### src/rtl/forwarding_hazard_unit_pkg.sv
// Shared types and constants for the forwarding/hazard unit.
package forwarding_hazard_unit_pkg;

  localparam int unsigned REG_W = 5;

  // Operand mux select encoding {Ctrl1, Ctrl2}
  localparam logic [1:0] SEL_RF     = 2'b00;
  localparam logic [1:0] SEL_EXMEM  = 2'b01;
  localparam logic [1:0] SEL_MEMWB  = 2'b10;
  localparam logic [1:0] SEL_POSTWB = 2'b11;

  // One in-flight instruction as seen by the unit
  typedef struct packed {
    logic [REG_W-1:0] dest;
    logic             reg_write;
    logic             mem_read;
  } slot_t;

  // True when the slot will write back the given register
  function automatic logic slot_hits(slot_t s, logic [REG_W-1:0] r);
    return s.reg_write && (s.dest == r);
  endfunction

endpackage

### src/rtl/forwarding_hazard_unit_fwd_select_logic.sv
// Priority comparator choosing the forwarding source for one ALU operand.
module fwd_select_logic
  import forwarding_hazard_unit_pkg::*;
(
  input  logic [REG_W-1:0] src,
  input  logic             used,
  input  slot_t            ex_slot,
  input  slot_t            mem_slot,
  input  slot_t            wb_slot,
  output logic [1:0]       sel
);

  // Nearest producer wins; $0 and unused operands always read the register file
  always_comb begin
    sel = SEL_RF;
    if (used && (src != '0)) begin
      if (slot_hits(ex_slot, src)) begin
        sel = SEL_EXMEM;
      end else if (slot_hits(mem_slot, src)) begin
        sel = SEL_MEMWB;
      end else if (slot_hits(wb_slot, src)) begin
        sel = SEL_POSTWB;
      end
    end
  end

endmodule

### src/rtl/forwarding_hazard_unit.sv
// Tracks the three instructions ahead of ID, registers operand-mux selects for
// EX and raises a one-cycle stall on load-use hazards.
module forwarding_hazard_unit
  import forwarding_hazard_unit_pkg::*;
#(
  parameter int unsigned REG_BITS = 5,
  parameter int unsigned NUM_FWD  = 2
) (
  input  logic                Clk,
  input  logic                Reset,
  input  logic [REG_BITS-1:0] ID_Rs,
  input  logic [REG_BITS-1:0] ID_Rt,
  input  logic                ID_UsesRs,
  input  logic                ID_UsesRt,
  input  logic [REG_BITS-1:0] ID_Dest,
  input  logic                ID_RegWrite,
  input  logic                ID_MemRead,
  input  logic                Flush,
  output logic                FwdA_Ctrl1,
  output logic                FwdA_Ctrl2,
  output logic                FwdB_Ctrl1,
  output logic                FwdB_Ctrl2,
  output logic                Stall,
  output logic                PCWrite,
  output logic                IFIDWrite,
  output logic                BubbleEX
);

  slot_t ex_q, mem_q, wb_q;
  slot_t id_slot;

  logic [NUM_FWD-1:0][REG_BITS-1:0] src_vec;
  logic [NUM_FWD-1:0]               used_vec;
  logic [NUM_FWD-1:0][1:0]          sel_d;
  logic [NUM_FWD-1:0][1:0]          sel_q;

  logic load_in_ex;

  // Operand 0 is Rs (ALU A), operand 1 is Rt (ALU B)
  always_comb begin
    src_vec     = '0;
    used_vec    = '0;
    src_vec[0]  = ID_Rs;
    src_vec[1]  = ID_Rt;
    used_vec[0] = ID_UsesRs;
    used_vec[1] = ID_UsesRt;
    id_slot     = '{dest: ID_Dest, reg_write: ID_RegWrite, mem_read: ID_MemRead};
  end

  // Load-use detection and bubble control; a flush suppresses the stall
  always_comb begin
    load_in_ex = ex_q.mem_read && ex_q.reg_write && (ex_q.dest != '0);
    Stall      = load_in_ex && !Flush &&
                 ((ID_UsesRs && (ex_q.dest == ID_Rs)) ||
                  (ID_UsesRt && (ex_q.dest == ID_Rt)));
    BubbleEX   = Stall || Flush;
    PCWrite    = !Stall;
    IFIDWrite  = !Stall;
  end

  for (genvar i = 0; i < NUM_FWD; i++) begin : g_fwd
    fwd_select_logic u_sel (
      .src      (src_vec[i]),
      .used     (used_vec[i]),
      .ex_slot  (ex_q),
      .mem_slot (mem_q),
      .wb_slot  (wb_q),
      .sel      (sel_d[i])
    );
  end

  // Advance the slot pipeline; a bubble enters EX instead of the ID instruction
  always_ff @(posedge Clk or posedge Reset) begin
    if (Reset) begin
      ex_q  <= '0;
      mem_q <= '0;
      wb_q  <= '0;
    end else begin
      wb_q  <= mem_q;
      mem_q <= ex_q;
      ex_q  <= BubbleEX ? '0 : id_slot;
    end
  end

  // Selects land with the instruction entering EX; bubbles read the register file
  always_ff @(posedge Clk or posedge Reset) begin
    if (Reset) begin
      sel_q <= '0;
    end else if (BubbleEX) begin
      sel_q <= '0;
    end else begin
      sel_q <= sel_d;
    end
  end

  assign FwdA_Ctrl1 = sel_q[0][1];
  assign FwdA_Ctrl2 = sel_q[0][0];
  assign FwdB_Ctrl1 = sel_q[1][1];
  assign FwdB_Ctrl2 = sel_q[1][0];

endmodule

### config.mk
export PLATFORM = sky130hd
export DESIGN_NAME = forwarding_hazard_unit
export DESIGN_NICKNAME = d
export VERILOG_FILES = /design/src/rtl/forwarding_hazard_unit_pkg.sv /design/src/rtl/forwarding_hazard_unit_fwd_select_logic.sv /design/src/rtl/forwarding_hazard_unit.sv
export SDC_FILE = /design/constraint.sdc
export NUM_CORES = 1
export LEC_CHECK = 0
export ABC_AREA = 1
export BUFFER_PORTS_ARGS = -buffer_cell sky130_fd_sc_hd__buf_2
export CAP_MARGIN = 20
export CORE_AREA = 2 2 62 64
export CTS_CLUSTER_SIZE = 24
export DETAILED_ROUTE_END_ITERATION = 7
export DIE_AREA = 0 0 64 66
export PLACE_DENSITY = 0.65
export SYNTH_ARGS = -nofsm -noshare
export SYNTH_HDL_FRONTEND = slang
export SYNTH_SLANG_ARGS = --single-unit
### constraint.sdc
create_clock -name Clk -period 1.57 [get_ports Clk]
set_input_delay 0.0785 -clock Clk [delete_from_list [all_inputs] [get_ports Clk]]
set_output_delay 0.0785 -clock Clk [all_outputs]
set_load 0.03 [all_outputs]
-- After elaboration in Yosys (flattened, before gate mapping)
Index checks and enable logic that the tools add are counted.
- word-level logic and storage cells: 46
- flip-flop bits (word level): 23
- output and inout port bits: 8
- input port bits: 22
- mux-type cells: 10
- reductions and logical operators: 21
- equal/unequal tests: 6
- operators by type and width (cell ; count):
    equality test 5 bit ; 6
    2-to-1 mux 2 bit ; 8
    nonzero test 5 bit ; 3
    logical AND 1 bit ; 14
    2-to-1 mux 7 bit ; 1
    2-to-1 mux 4 bit ; 1
    logical NOT 1 bit ; 2
    logical OR 1 bit ; 2

-- Depth between registers and ports, before layout
- word-level depth: 7
- mapped depth: 10
- mapped depth without buffers: 10

-- Cells and area by module
Synthesis repeated with hierarchy kept, for this count alone.
- cells, all modules: 255
- area total of the unflattened synthesis: 1632.8 um^2
- by module, submodules not included (module ; cells each ; area an instance (um^2) ; seq. area each (um^2) ; times used):
    forwarding_hazard_unit ; 111 ; 977.2 ; 625.6 ; 1
    fwd_select_logic ; 72 ; 327.8 ; 0.0 ; 2

-- Worst setup path after synthesis
OpenSTA, ideal clock, no wires.
- path kind: register to register
- from: register ex_q[2] (netlist bit)
- to: register sel_q, in the netlist FwdA_Ctrl1
- period minus slack after synthesis: 1.381 ns
- buffers on the path: 1
- data required time: 1.453 ns
- setup slack: 0.189 ns
- library setup time: 0.117 ns
- arrival: 1.264 ns
- cell stages (with the launch flop): 11
- cell sequence: dfrtp_1 -> inv_1 -> nand2_1 -> o21ai_0 -> nor2_1 -> nand4_1 -> nand2_1 -> nand2_2 -> nand2_4 -> buf_8 -> nor2_1
- longest elaborated chain between the ends: 6
- elaborated cells between the ends (all ways): 14
- classes of those cells: eq/ne: 2; mux: 3; reduce/logical: 9
- RTL lines (item ; RTL line ; text):
    start: declaration ; forwarding_hazard_unit.sv:29 ; slot_t ex_q, mem_q, wb_q;
    start signal: assignment ; forwarding_hazard_unit.sv:81 ; ex_q <= BubbleEX ? '0 : id_slot;
    equality test 5 bit (tied with other cells) ; forwarding_hazard_unit.sv:54 ; ((ID_UsesRs && (ex_q.dest == ID_Rs)) ||
    logical AND 1 bit (on tied branches) ; forwarding_hazard_unit.sv:54, forwarding_hazard_unit.sv:52, forwarding_hazard_unit.sv:55 ;
    logical OR 1 bit or logical AND 1 bit (tied branches) ; forwarding_hazard_unit.sv:54, forwarding_hazard_unit.sv:53 ;
    logical AND 1 bit (*) ; forwarding_hazard_unit.sv:53 ; Stall = load_in_ex && !Flush &&
    logical OR 1 bit (*) ; forwarding_hazard_unit.sv:56 ; BubbleEX = Stall || Flush;
    named net BubbleEX ; forwarding_hazard_unit.sv:26 ; output logic BubbleEX
    2-to-1 mux 4 bit (*) ; forwarding_hazard_unit.sv:89 ; end else if (BubbleEX) begin
    end signal: assignment ; forwarding_hazard_unit.sv:92 ; sel_q <= sel_d;
    end: declaration ; forwarding_hazard_unit.sv:35 ; logic [NUM_FWD-1:0][1:0] sel_q;
Mark *: on every way through the listed nets, which the timed path passes. The rest lies on a longest branch.

-- Final worst setup path
- from: register ex_q[2] (netlist bit)
- to: output port BubbleEX
- longest elaborated chain between the ends: 5
- elaborated cells between the ends (all ways): 10
- classes of those cells: eq/ne: 2; reduce/logical: 8
- RTL lines (item ; RTL line):
    equality test 5 bit (tied with other cells) ; forwarding_hazard_unit.sv:54
    logical AND 1 bit (on tied branches) ; forwarding_hazard_unit.sv:54, forwarding_hazard_unit.sv:52, forwarding_hazard_unit.sv:55
    logical OR 1 bit or logical AND 1 bit (tied branches) ; forwarding_hazard_unit.sv:54, forwarding_hazard_unit.sv:53
    logical AND 1 bit (*) ; forwarding_hazard_unit.sv:53
    logical OR 1 bit (*) ; forwarding_hazard_unit.sv:56
    end: declaration ; forwarding_hazard_unit.sv:26
Every way passes the cells marked *; elsewhere a longest branch is shown, timed or not.

==> qor.txt <==
Initial antenna violation count - 0
Crit end category - output pin
Min-delay src - ID_UsesRt
Synthesized Nets - 224
Vias in the first global route - 1410
Crit path setup slack, layout - -0.09097 ns
Rel. slew slack - 80.40%
Maximum clock rate - 0.6021 GHz
CP max FO - 5
Final setup violation count - 4
Final ANT Viol Nets - 0
Die ar. - 4224 sq um
Crit path from - ex_q[2]$_DFF_PP0_
Max Cap Viol - 0
Core area - 3551 sq um
Clk sink count - 23
Port bufs - 29
Via count - 1404
Reg clk slew, reported paths - 0.11 ns
Starting density of the core - 38.23%
Fin. max-slew vios - 0
Seq cells post-synth - 23
Worst-Margin Slew - 0.2940 ns
Path type of the worst min-delay path - in2reg
Power per cell area - 676.1 nW/um^2
Layout area overhead - 27.65%
DRT iter0 DRCs - 90
WS Path Type - reg2out
Status - complete, but fails checks
Nets - 269
H-tree depth - 1
Total track usage - 18.54%
VDD IR max - 0.0004642 V
Share of cells above drive strength 1 - 21.54%
DR DRC count - 0
Gr ovfl total - 0
Final Hold Vio Count - 0
Pre-antenna DRT Iters - 4
Synth warn - 0
DP Worst Slack - 0.1086 ns
Routability Congestion - 0.8509
Final period utilization - 105.8%
Failing checks - negative setup slack
Mean Syn Cell Area - 6.721 sq um
Filler instances - 387
N_diodes - 0
Max Buffers Root-to-Sink - 2
Unrepaired setup endpoints after global routing - true
Sequential fraction of the synthesis area - 42.40%
Post-DP HPWL - 2658 um
Vias per cell - 4.776
Finished Layout Cells - 294
Setup crit start kind - register
CTS Root Cell - clkbuf_4
Row cnt - 22
Die W - 64 um
Reg-to-Reg Start - ex_q[2]$_DFF_PP0_
Die height - 66 um
First-pass GRT wire length - 6065 um
Critical Path RT - 1.49 ns
Routed wire per std cell - 11.99 um
Placed cells - 278
Tmin final - 1.661 ns
Largest net degree at the start of global routing - 24
TritonCTS buffer count - 3
Io pins - 30
Leak - 0.9665 nW
WP data arrival - 1.58 ns
Mapped Area - 1358 sq um
WL final - 3525 um
Post-synthesis cell type count - 17
CTS tree - done
Clk Latency, worst-skew pair - 0.32 ns
Clk_skew - 0.005240 ns
Synth Instances - 202
==> logic make-up (layout without fill, tap and decap cells) <==
group / after synthesis / count (layout) / synth area share (%)
AOI/OAI and AO/OA: 17 / 17 / 6.267
xor gates and xnor gates: 4 / 4 / 2.581
buffers and inverters: 40 / 84 / 12.17
DFF: 23 / 23 / 42.40
and+or+nand+nor: 118 / 118 / 36.59
==> layout make-up <==
cell class / instances / area, sq um / share of cell area [%]
multi-input cells: 139 / 636.9 / 36.75
flip-flops and latches: 23 / 579.3 / 33.43
repair buffers: 42 / 287.8 / 16.61
inverters: 38 / 142.6 / 8.231
well taps: 48 / 60.06 / 3.466
clock buffers: 4 / 26.28 / 1.516
==> critical path, cell delays in order (launching register included) <==
cell and delay (ns):
dfrtp_2 0.46, nand2_1 0.09, o21ai_1 0.07, nor2_1 0.14, nand4_1 0.11, nand2_1 0.09, nand2_2 0.10, nand2_4 0.08
buf_6 0.12
==> registers in the layout, summed over array words and instances, names as in the netlist <==
signal	count
FwdA_Ctrl2	1
ex_q	7
mem_q	6
FwdA_Ctrl1	1
wb_q	6
FwdB_Ctrl2	1
FwdB_Ctrl1	1
==> timing repair <==
action                                  CTS  global route
endpoints found under the setup margin    4            15
pin swaps                                 4             9
endpoints found under the hold margin    30             0
resized for setup                        10            16
setup buffers                             2             2
hold buffers                              8             0
cloned                                    0             0
==> cell usage after synthesis, drive strengths merged <==
cell | number | area [sq um]
buf | 2 | 22.52
dfrtp | 23 | 575.6
nand4 | 9 | 56.30
xnor2 | 2 | 17.52
nand2 | 55 | 216.5
inv | 38 | 142.6
nor3 | 6 | 30.03
nand3 | 8 | 40.04
a21oi | 5 | 25.02
o21ai | 12 | 60.06
nand3b | 1 | 7.510
xor2 | 2 | 17.52
nor2 | 39 | 146.4
==> placed cells by master (no fill, tap or decap), types with 2 or more instances in the layout <==
cell,netlist,final
nand2_1,53,51
nor2_1,39,37
inv_1,37,32
buf_2,0,25
dfrtp_1,23,20
o21ai_0,12,10
nand4_1,9,9
nand3_1,8,8
dlygate4sd3_1,0,8
inv_2,1,6
a21oi_1,5,5
nor3_1,6,5
buf_4,1,5
buf_6,0,4
nand2_2,1,3
clkbuf_4,0,3
dfrtp_2,0,3
o21ai_1,0,2
xnor2_1,2,2
xor2_1,2,2
==> path summary, 6_finish.rpt <==
path | end | slack, ns | cells past startpoint
max reg2reg | FwdB_Ctrl2$_DFF_PP0_ | 0.12 | 9
max in group asynchronous | ex_q[4]$_DFF_PP0_ | 1.01 | 4
min in group asynchronous | ex_q[6]$_DFF_PP0_ | 0.32 | 4
min reg2reg | wb_q[1]$_DFF_PP0_ | 0.40 | 0
min | FwdB_Ctrl2$_DFF_PP0_ | 0.10 | 5
max | BubbleEX | -0.09 | 8
==> power breakdown <==
part | leakage [nW] | switching [W] | internal, W
Clock | 0.0150 | 0.000177 | 0.0000997
Combinational | 0.655 | 0.000146 | 0.000103
Sequential | 0.297 | 0.0000267 | 0.000618
Total | 0.966 | 0.000350 | 0.000821
==> through the flow <==
step / power, W / setup TNS, ns / hold WS [ns] / instance area (sq um) / util (%)
global placement: 0.0008646 / 0 / 0.1316 / 1548 / 43.59
floorplan: 0.0007870 / 0 / 0.08042 / 1358 / -
finish: 0.001172 / -0.3110 / 0.1002 / 1733 / 48.80
global route: 0.001252 / -0.5977 / 0.1177 / 1733 / 48.80
detailed placement: 0.0008658 / 0 / 0.1352 / 1548 / 43.59
CTS: 0.001163 / -0.3365 / 0.1006 / 1695 / 47.74
==> metal layers <==
layer	part of all wire [%]	routed length (um)	GRT usage [%]	vias up
met4	1.7	59	7.065	0
met1	45	1593	24.43	638
met3	6.4	227	3.066	7
met5	0	0	0	-
li1	-	-	-	712
met2	47	1644	30.47	47
(Power assumes the default switching activity.)
